===== src/rtl/example_design_stream_gen.sv =====
// example_design_stream_gen
//   Multi-channel burst stimulus generator. On a start in IDLE it latches the
//   pattern mode and burst length, then every channel independently emits
//   i_burst_len beats of a deterministic pattern (counter, Galois LFSR,
//   constant or walking-one) over its own valid/ready stream. When every
//   channel has drained, o_done pulses for one cycle. An abort in RUN drops
//   straight back to IDLE without a done pulse.
//
// Ports
//   clk, rst_n   : rising-edge clock, synchronous active-low reset
//   i_start      : start a burst (IDLE only)
//   i_abort      : abandon the burst (RUN only)
//   i_mode       : 0 counter, 1 LFSR, 2 constant, 3 walking-one
//   i_burst_len  : beats per channel (0 gives an immediate done)
//   i_const      : value used by constant mode
//   o_data       : channel c at [c*DATA_WIDTH +: DATA_WIDTH]
//   o_valid      : per-channel valid
//   i_ready      : per-channel ready
//   o_busy       : high while in RUN
//   o_done       : one-cycle completion pulse
module example_design_stream_gen #(
  parameter int          DATA_WIDTH   = 8,
  parameter int          NUM_CHANNELS = 2,
  parameter int          LEN_WIDTH    = 8,
  parameter int unsigned LFSR_POLY    = 'hB8,
  parameter int          LFSR_SEED    = 1
) (
  input  logic                               clk,
  input  logic                               rst_n,
  input  logic                               i_start,
  input  logic                               i_abort,
  input  logic [1:0]                         i_mode,
  input  logic [LEN_WIDTH-1:0]               i_burst_len,
  input  logic [DATA_WIDTH-1:0]              i_const,
  output logic [NUM_CHANNELS*DATA_WIDTH-1:0] o_data,
  output logic [NUM_CHANNELS-1:0]            o_valid,
  input  logic [NUM_CHANNELS-1:0]            i_ready,
  output logic                               o_busy,
  output logic                               o_done
);

  localparam int unsigned NC = NUM_CHANNELS;
  localparam logic [DATA_WIDTH-1:0] POLY = DATA_WIDTH'(LFSR_POLY);

  typedef enum logic [1:0] {S_IDLE, S_RUN, S_DONE} state_e;
  typedef enum logic [1:0] {M_CNT, M_LFSR, M_CONST, M_WALK} mode_e;

  state_e state_q, state_d;
  mode_e  mode_q, mode_d;
  logic [NUM_CHANNELS-1:0][DATA_WIDTH-1:0] data_q, data_d;
  logic [NUM_CHANNELS-1:0][LEN_WIDTH-1:0]  rem_q, rem_d;
  logic [NUM_CHANNELS-1:0]                 valid_q, valid_d;
  logic busy_q, busy_d;
  logic done_q, done_d;

  // Per-channel LFSR seed; an all-zero seed would lock the LFSR, so use 1.
  function automatic logic [DATA_WIDTH-1:0] chan_seed(input int unsigned c);
    logic [DATA_WIDTH-1:0] s;
    s = DATA_WIDTH'(LFSR_SEED + int'(c));
    if (s == '0) s = DATA_WIDTH'(1);
    return s;
  endfunction

  function automatic logic [DATA_WIDTH-1:0] first_val(input mode_e m, input int unsigned c,
                                                      input logic [DATA_WIDTH-1:0] k);
    logic [DATA_WIDTH-1:0] v;
    case (m)
      M_CNT:   v = '0;
      M_LFSR:  v = chan_seed(c);
      M_CONST: v = k;
      default: v = DATA_WIDTH'(1);
    endcase
    return v;
  endfunction

  function automatic logic [DATA_WIDTH-1:0] next_val(input mode_e m,
                                                     input logic [DATA_WIDTH-1:0] s);
    logic [DATA_WIDTH-1:0] n;
    case (m)
      M_CNT:   n = s + DATA_WIDTH'(1);
      M_LFSR:  n = s[0] ? ((s >> 1) ^ POLY) : (s >> 1);
      M_CONST: n = s;
      default: n = {s[DATA_WIDTH-2:0], s[DATA_WIDTH-1]};
    endcase
    return n;
  endfunction

  always_comb begin
    state_d = state_q;
    mode_d  = mode_q;
    data_d  = data_q;
    rem_d   = rem_q;
    valid_d = valid_q;
    case (state_q)
      S_IDLE: begin
        if (i_start) begin
          mode_d = mode_e'(i_mode);
          if (i_burst_len != '0) begin
            for (int unsigned c = 0; c < NC; c++) begin
              rem_d[c]   = i_burst_len;
              valid_d[c] = 1'b1;
              data_d[c]  = first_val(mode_e'(i_mode), c, i_const);
            end
            state_d = S_RUN;
          end else begin
            state_d = S_DONE;
          end
        end
      end
      S_RUN: begin
        if (i_abort) begin
          // Abort wins over any transfer on the same edge: nothing advances.
          valid_d = '0;
          rem_d   = '0;
          state_d = S_IDLE;
        end else begin
          for (int unsigned c = 0; c < NC; c++) begin
            if (valid_q[c] && i_ready[c]) begin
              data_d[c] = next_val(mode_q, data_q[c]);
              rem_d[c]  = rem_q[c] - LEN_WIDTH'(1);
              if (rem_q[c] == LEN_WIDTH'(1)) valid_d[c] = 1'b0;
            end
          end
          // valid tracks remaining != 0, so all-clear means every channel drained.
          if (valid_d == '0) state_d = S_DONE;
        end
      end
      S_DONE: begin
        valid_d = '0;
        state_d = S_IDLE;
      end
      default: state_d = S_IDLE;
    endcase
    busy_d = (state_d == S_RUN);
    done_d = (state_d == S_DONE);
  end

  always_ff @(posedge clk) begin
    if (!rst_n) begin
      state_q <= S_IDLE;
      mode_q  <= M_CNT;
      data_q  <= '0;
      rem_q   <= '0;
      valid_q <= '0;
      busy_q  <= 1'b0;
      done_q  <= 1'b0;
    end else begin
      state_q <= state_d;
      mode_q  <= mode_d;
      data_q  <= data_d;
      rem_q   <= rem_d;
      valid_q <= valid_d;
      busy_q  <= busy_d;
      done_q  <= done_d;
    end
  end

  assign o_data  = data_q;
  assign o_valid = valid_q;
  assign o_busy  = busy_q;
  assign o_done  = done_q;

endmodule


===== config.mk =====
export PLATFORM = sky130hd
export DESIGN_NAME = example_design_stream_gen
export DESIGN_NICKNAME = d
export VERILOG_FILES = /design/src/rtl/example_design_stream_gen.sv
export SDC_FILE = /design/constraint.sdc
export NUM_CORES = 1
export LEC_CHECK = 0
export CORE_MARGIN = 2
export CORE_UTILIZATION = 35
export CTS_BUF_LIST = sky130_fd_sc_hd__clkbuf_4
export DETAILED_ROUTE_END_ITERATION = 12
export PLACE_DENSITY = 0.65
export SYNTH_ARGS = -nofsm -noshare
export SYNTH_HDL_FRONTEND = slang
export SYNTH_SLANG_ARGS = --single-unit

===== constraint.sdc =====
create_clock -name clk -period 4.85 [get_ports clk]
set_input_delay 0.97 -clock clk [delete_from_list [all_inputs] [get_ports clk]]
set_output_delay 0.97 -clock clk [all_outputs]
set_load 0.01 [all_outputs]

==> impl_metrics.json <==
{
  "synthTopCellsByArea": "dfxtp_1 (26%), a21oi_1 (5.9%), nand2_1 (4.7%), o21ai_0 (3.1%), mux2i_1 (2.9%)",
  "yosys_warnings": 0,
  "cp_cell_sequence": "clkdlybuf4s50_1 > nor4_4 > nand3_1 > and2_1 > a311oi_1",
  "clk_latency_ps": 380,
  "antenna_cells": 0,
  "hold_buffers": 0,
  "ir_worst_vdd_uv": 106,
  "synth-xor-area-share_pct": 2.57,
  "pin_count": 44,
  "synth_edf_count": 0,
  "status": "completed",
  "critPathBufInv": 1,
  "netlist_area_mm2": 0.00307,
  "cts_tree": "done",
  "worstPathArrival_ps": 2940,
  "layout-drive-gt1-share_pct": 7.54,
  "hold_viol": 0,
  "antenna_found_initial": 0,
  "synth_common_cells": "dfxtp_1 (40), nand2_1 (38), a21oi_1 (36)",
  "clock_path_buffers": 2,
  "n_fill_cell": 882,
  "start_kind": "input port",
  "fin_nets": 440,
  "worst_pin_slew_ps": 1070,
  "power.density_mw_per_mm2": 269,
  "clock_sinks": 40,
  "synth_nets": 419,
  "rsz0062_at_grt": "no",
  "post_cts_buffers": 0,
  "htreeDepth": 2,
  "yosys_register_bits": 40,
  "dr.first_iter.drc_count": 162,
  "seq_area_um2": 801,
  "ant_nets": 0,
  "slowest_stage": "clkdlybuf4s50_1",
  "synthAdderAreaFrac_pct": 2.45,
  "drc": 0,
  "start_util_pct": 35.7,
  "tns_ps": 0,
  "synth_top_family_by_area": "compound AO/OA/AOI/OAI gates",
  "synth_largest_area_cell": "dfxtp_1",
  "grt_max_degree": 35,
  "die_w_um": 97.6,
  "path_class": "in -> reg",
  "critPathMaxFanout": 11,
  "synthCells": 389,
  "cts_buffers": 5,
  "synth.area.mux_share_pct": 2.94,
  "via_per_inst": 6.21,
  "dp_hpwl_um": 6510,
  "multi_input_area_mm2": 0.00208,
  "die-area_mm2": 0.00952,
  "power_leakage_nw": 1.17,
  "overflow": 0,
  "grt_first_pass_wirelength_um": 15100,
  "post_cts_resized": 0,
  "yosys.area_share.simple_pct": 23.3,
  "first_pass_iters": 5,
  "fin_skew_ps": 11.8,
  "num_vias": 3223,
  "finalSetupViolCount": 0,
  "final_max_slew_viol_count": 0,
  "ys_seq_area_share_pct": 26.1,
  "crit_family": "simple AND/OR/NAND/NOR gates",
  "grtUsageTotal_pct": 19.1,
  "max_cap_viol_count": 0,
  "worstSetupEndpointType": "flip-flop",
  "fmax_mhz": 377,
  "place_congestion": 0.815,
  "wl_um": 9190,
  "total_power_mw": 0.966,
  "synth.distinct_cells": 70,
  "worstHoldPathType": "reg -> reg",
  "fp-row-count": 34,
  "final.period_utilization_pct": 54.6,
  "yosysMostFrequentCell": "dfxtp_1",
  "die_h_um": 97.6,
  "yosys_most_used_dff": "dfxtp_1",
  "max_stage_delay_ps": 530,
  "synthArstFlopShare_pct": 0,
  "synth_compound_area_share_pct": 36.4,
  "slew_headroom_pct": 28.6,
  "cts-root-buf": "clkbuf_4",
  "core_mm2": 0.00859,
  "period_minus_slack_ps": 2650,
  "synth_top_area_share_pct": 26.1,
  "clkTransAtPathRegs_ps": 140,
  "grt_pass1_vias": 2911,
  "syn_avg_cell_area_um2": 7.88,
  "critPathRequiredTime_ps": 5140,
  "io_buffers": 43,
  "synthToLayoutAreaGrowth_pct": 17.4,
  "wl_per_cell_um": 17.7
}
[final timing paths]
check	from	end	slack, ps	cells past startpoint
setup / recovery	i_burst_len[6]	rem_q[15]$_SDFFE_PN0P_	2200	5
setup reg to reg	mode_q[1]$_SDFFE_PN0P_	o_data[12]$_SDFFE_PN0P_	2480	4
hold / removal	rem_q[14]$_SDFFE_PN0P_	rem_q[14]$_SDFFE_PN0P_	490	2
hold reg to reg	rem_q[14]$_SDFFE_PN0P_	rem_q[14]$_SDFFE_PN0P_	490	2
[metrics by stage]
step / std cells / setup slack [ps] / hold WS [ps] / util (%) / instance area [um^2]
floorplan: 389 / 2660 / 439 / - / 3070
global route: 519 / 2070 / 542 / 41.9 / 3600
detailed placement: 511 / 1850 / 466 / 40.9 / 3510
global placement: 511 / 1930 / 458 / 40.9 / 3510
finish: 519 / 2200 / 487 / 41.9 / 3600
CTS: 519 / 2200 / 486 / 41.9 / 3600
[per-layer routing]
layer  routed length [um]  vias to the layer above  part of all wire [%]  track usage, %
met5                    0                        -                     0               0
met4                  119                        0                   1.3            5.45
met3                  478                       11                   5.2            3.24
met2                 4440                      112                    48            31.3
met1                 4150                     1550                    45            25.7
li1                     -                     1550                     -               -
[layout by cell type (no fill, tap or decap), types with 3 or more instances in the layout]
master,synthesis,final
dfxtp_1,40,40
o21ai_0,19,19
xnor2_1,9,9
and3_1,3,3
o22ai_1,3,3
nor3_1,8,8
o32ai_1,9,9
nor4_1,3,3
a22oi_1,9,9
nand3_1,16,16
clkbuf_4,0,5
nand2_1,38,38
or3_1,3,3
clkdlybuf4s50_1,0,43
a41oi_1,4,4
inv_1,11,11
ha_1,6,6
o31ai_1,5,5
nand2b_1,5,5
a21o_1,4,4
nor3b_1,6,6
a31oi_1,10,10
a311oi_1,5,5
nand4_1,4,4
and2_1,4,4
nor2b_1,8,8
buf_4,3,4
a2bb2oi_1,6,6
a211oi_1,3,3
mux2i_1,9,9
a31o_2,4,4
nor2_1,13,13
a32oi_1,6,6
a21oi_1,36,36
o221ai_1,5,5
[registers in the layout (all words and copies together), names as in the netlist]
register,flops
o_done,1
rem_q,16
state_q,2
o_busy,1
mode_q,2
o_valid,2
o_data,16
[worst min-delay path: cells and delay by family (launching register included)]
kind	cells	cell delay, ps
DFF	1	340
and+or+nand+nor	1	60
AOI/OAI and AO/OA	1	60
[where the power goes]
part | internal [mW] | switching [mW] | total (mW)
combinational | 0.144 | 0.160 | 0.304
clock | 0.110 | 0.132 | 0.242
sequential | 0.360 | 0.0601 | 0.420
[area by class of cell]
cell class / count / area share, %
Tap cell: 108 / 3.76
Clock inverter: 3 / 1.29
Multi-Input combinational cell: 305 / 57.7
Sequential cell: 40 / 22.3
Clock buffer: 5 / 1.04
Timing Repair Buffer: 47 / 12.8
Inverter: 11 / 1.15
[logic make-up (layout without fill, tap and decap cells)]
kind of cell | after synthesis | in the layout
AOI/OAI and AO/OA | 155 | 155
DFF | 40 | 40
adders and majority gates | 6 | 6
muxes | 9 | 9
and+or+nand+nor | 126 | 126
xor gates and xnor gates | 9 | 9
buffers and inverters | 44 | 66
Note: power is estimated with default switching activity, not from simulation.
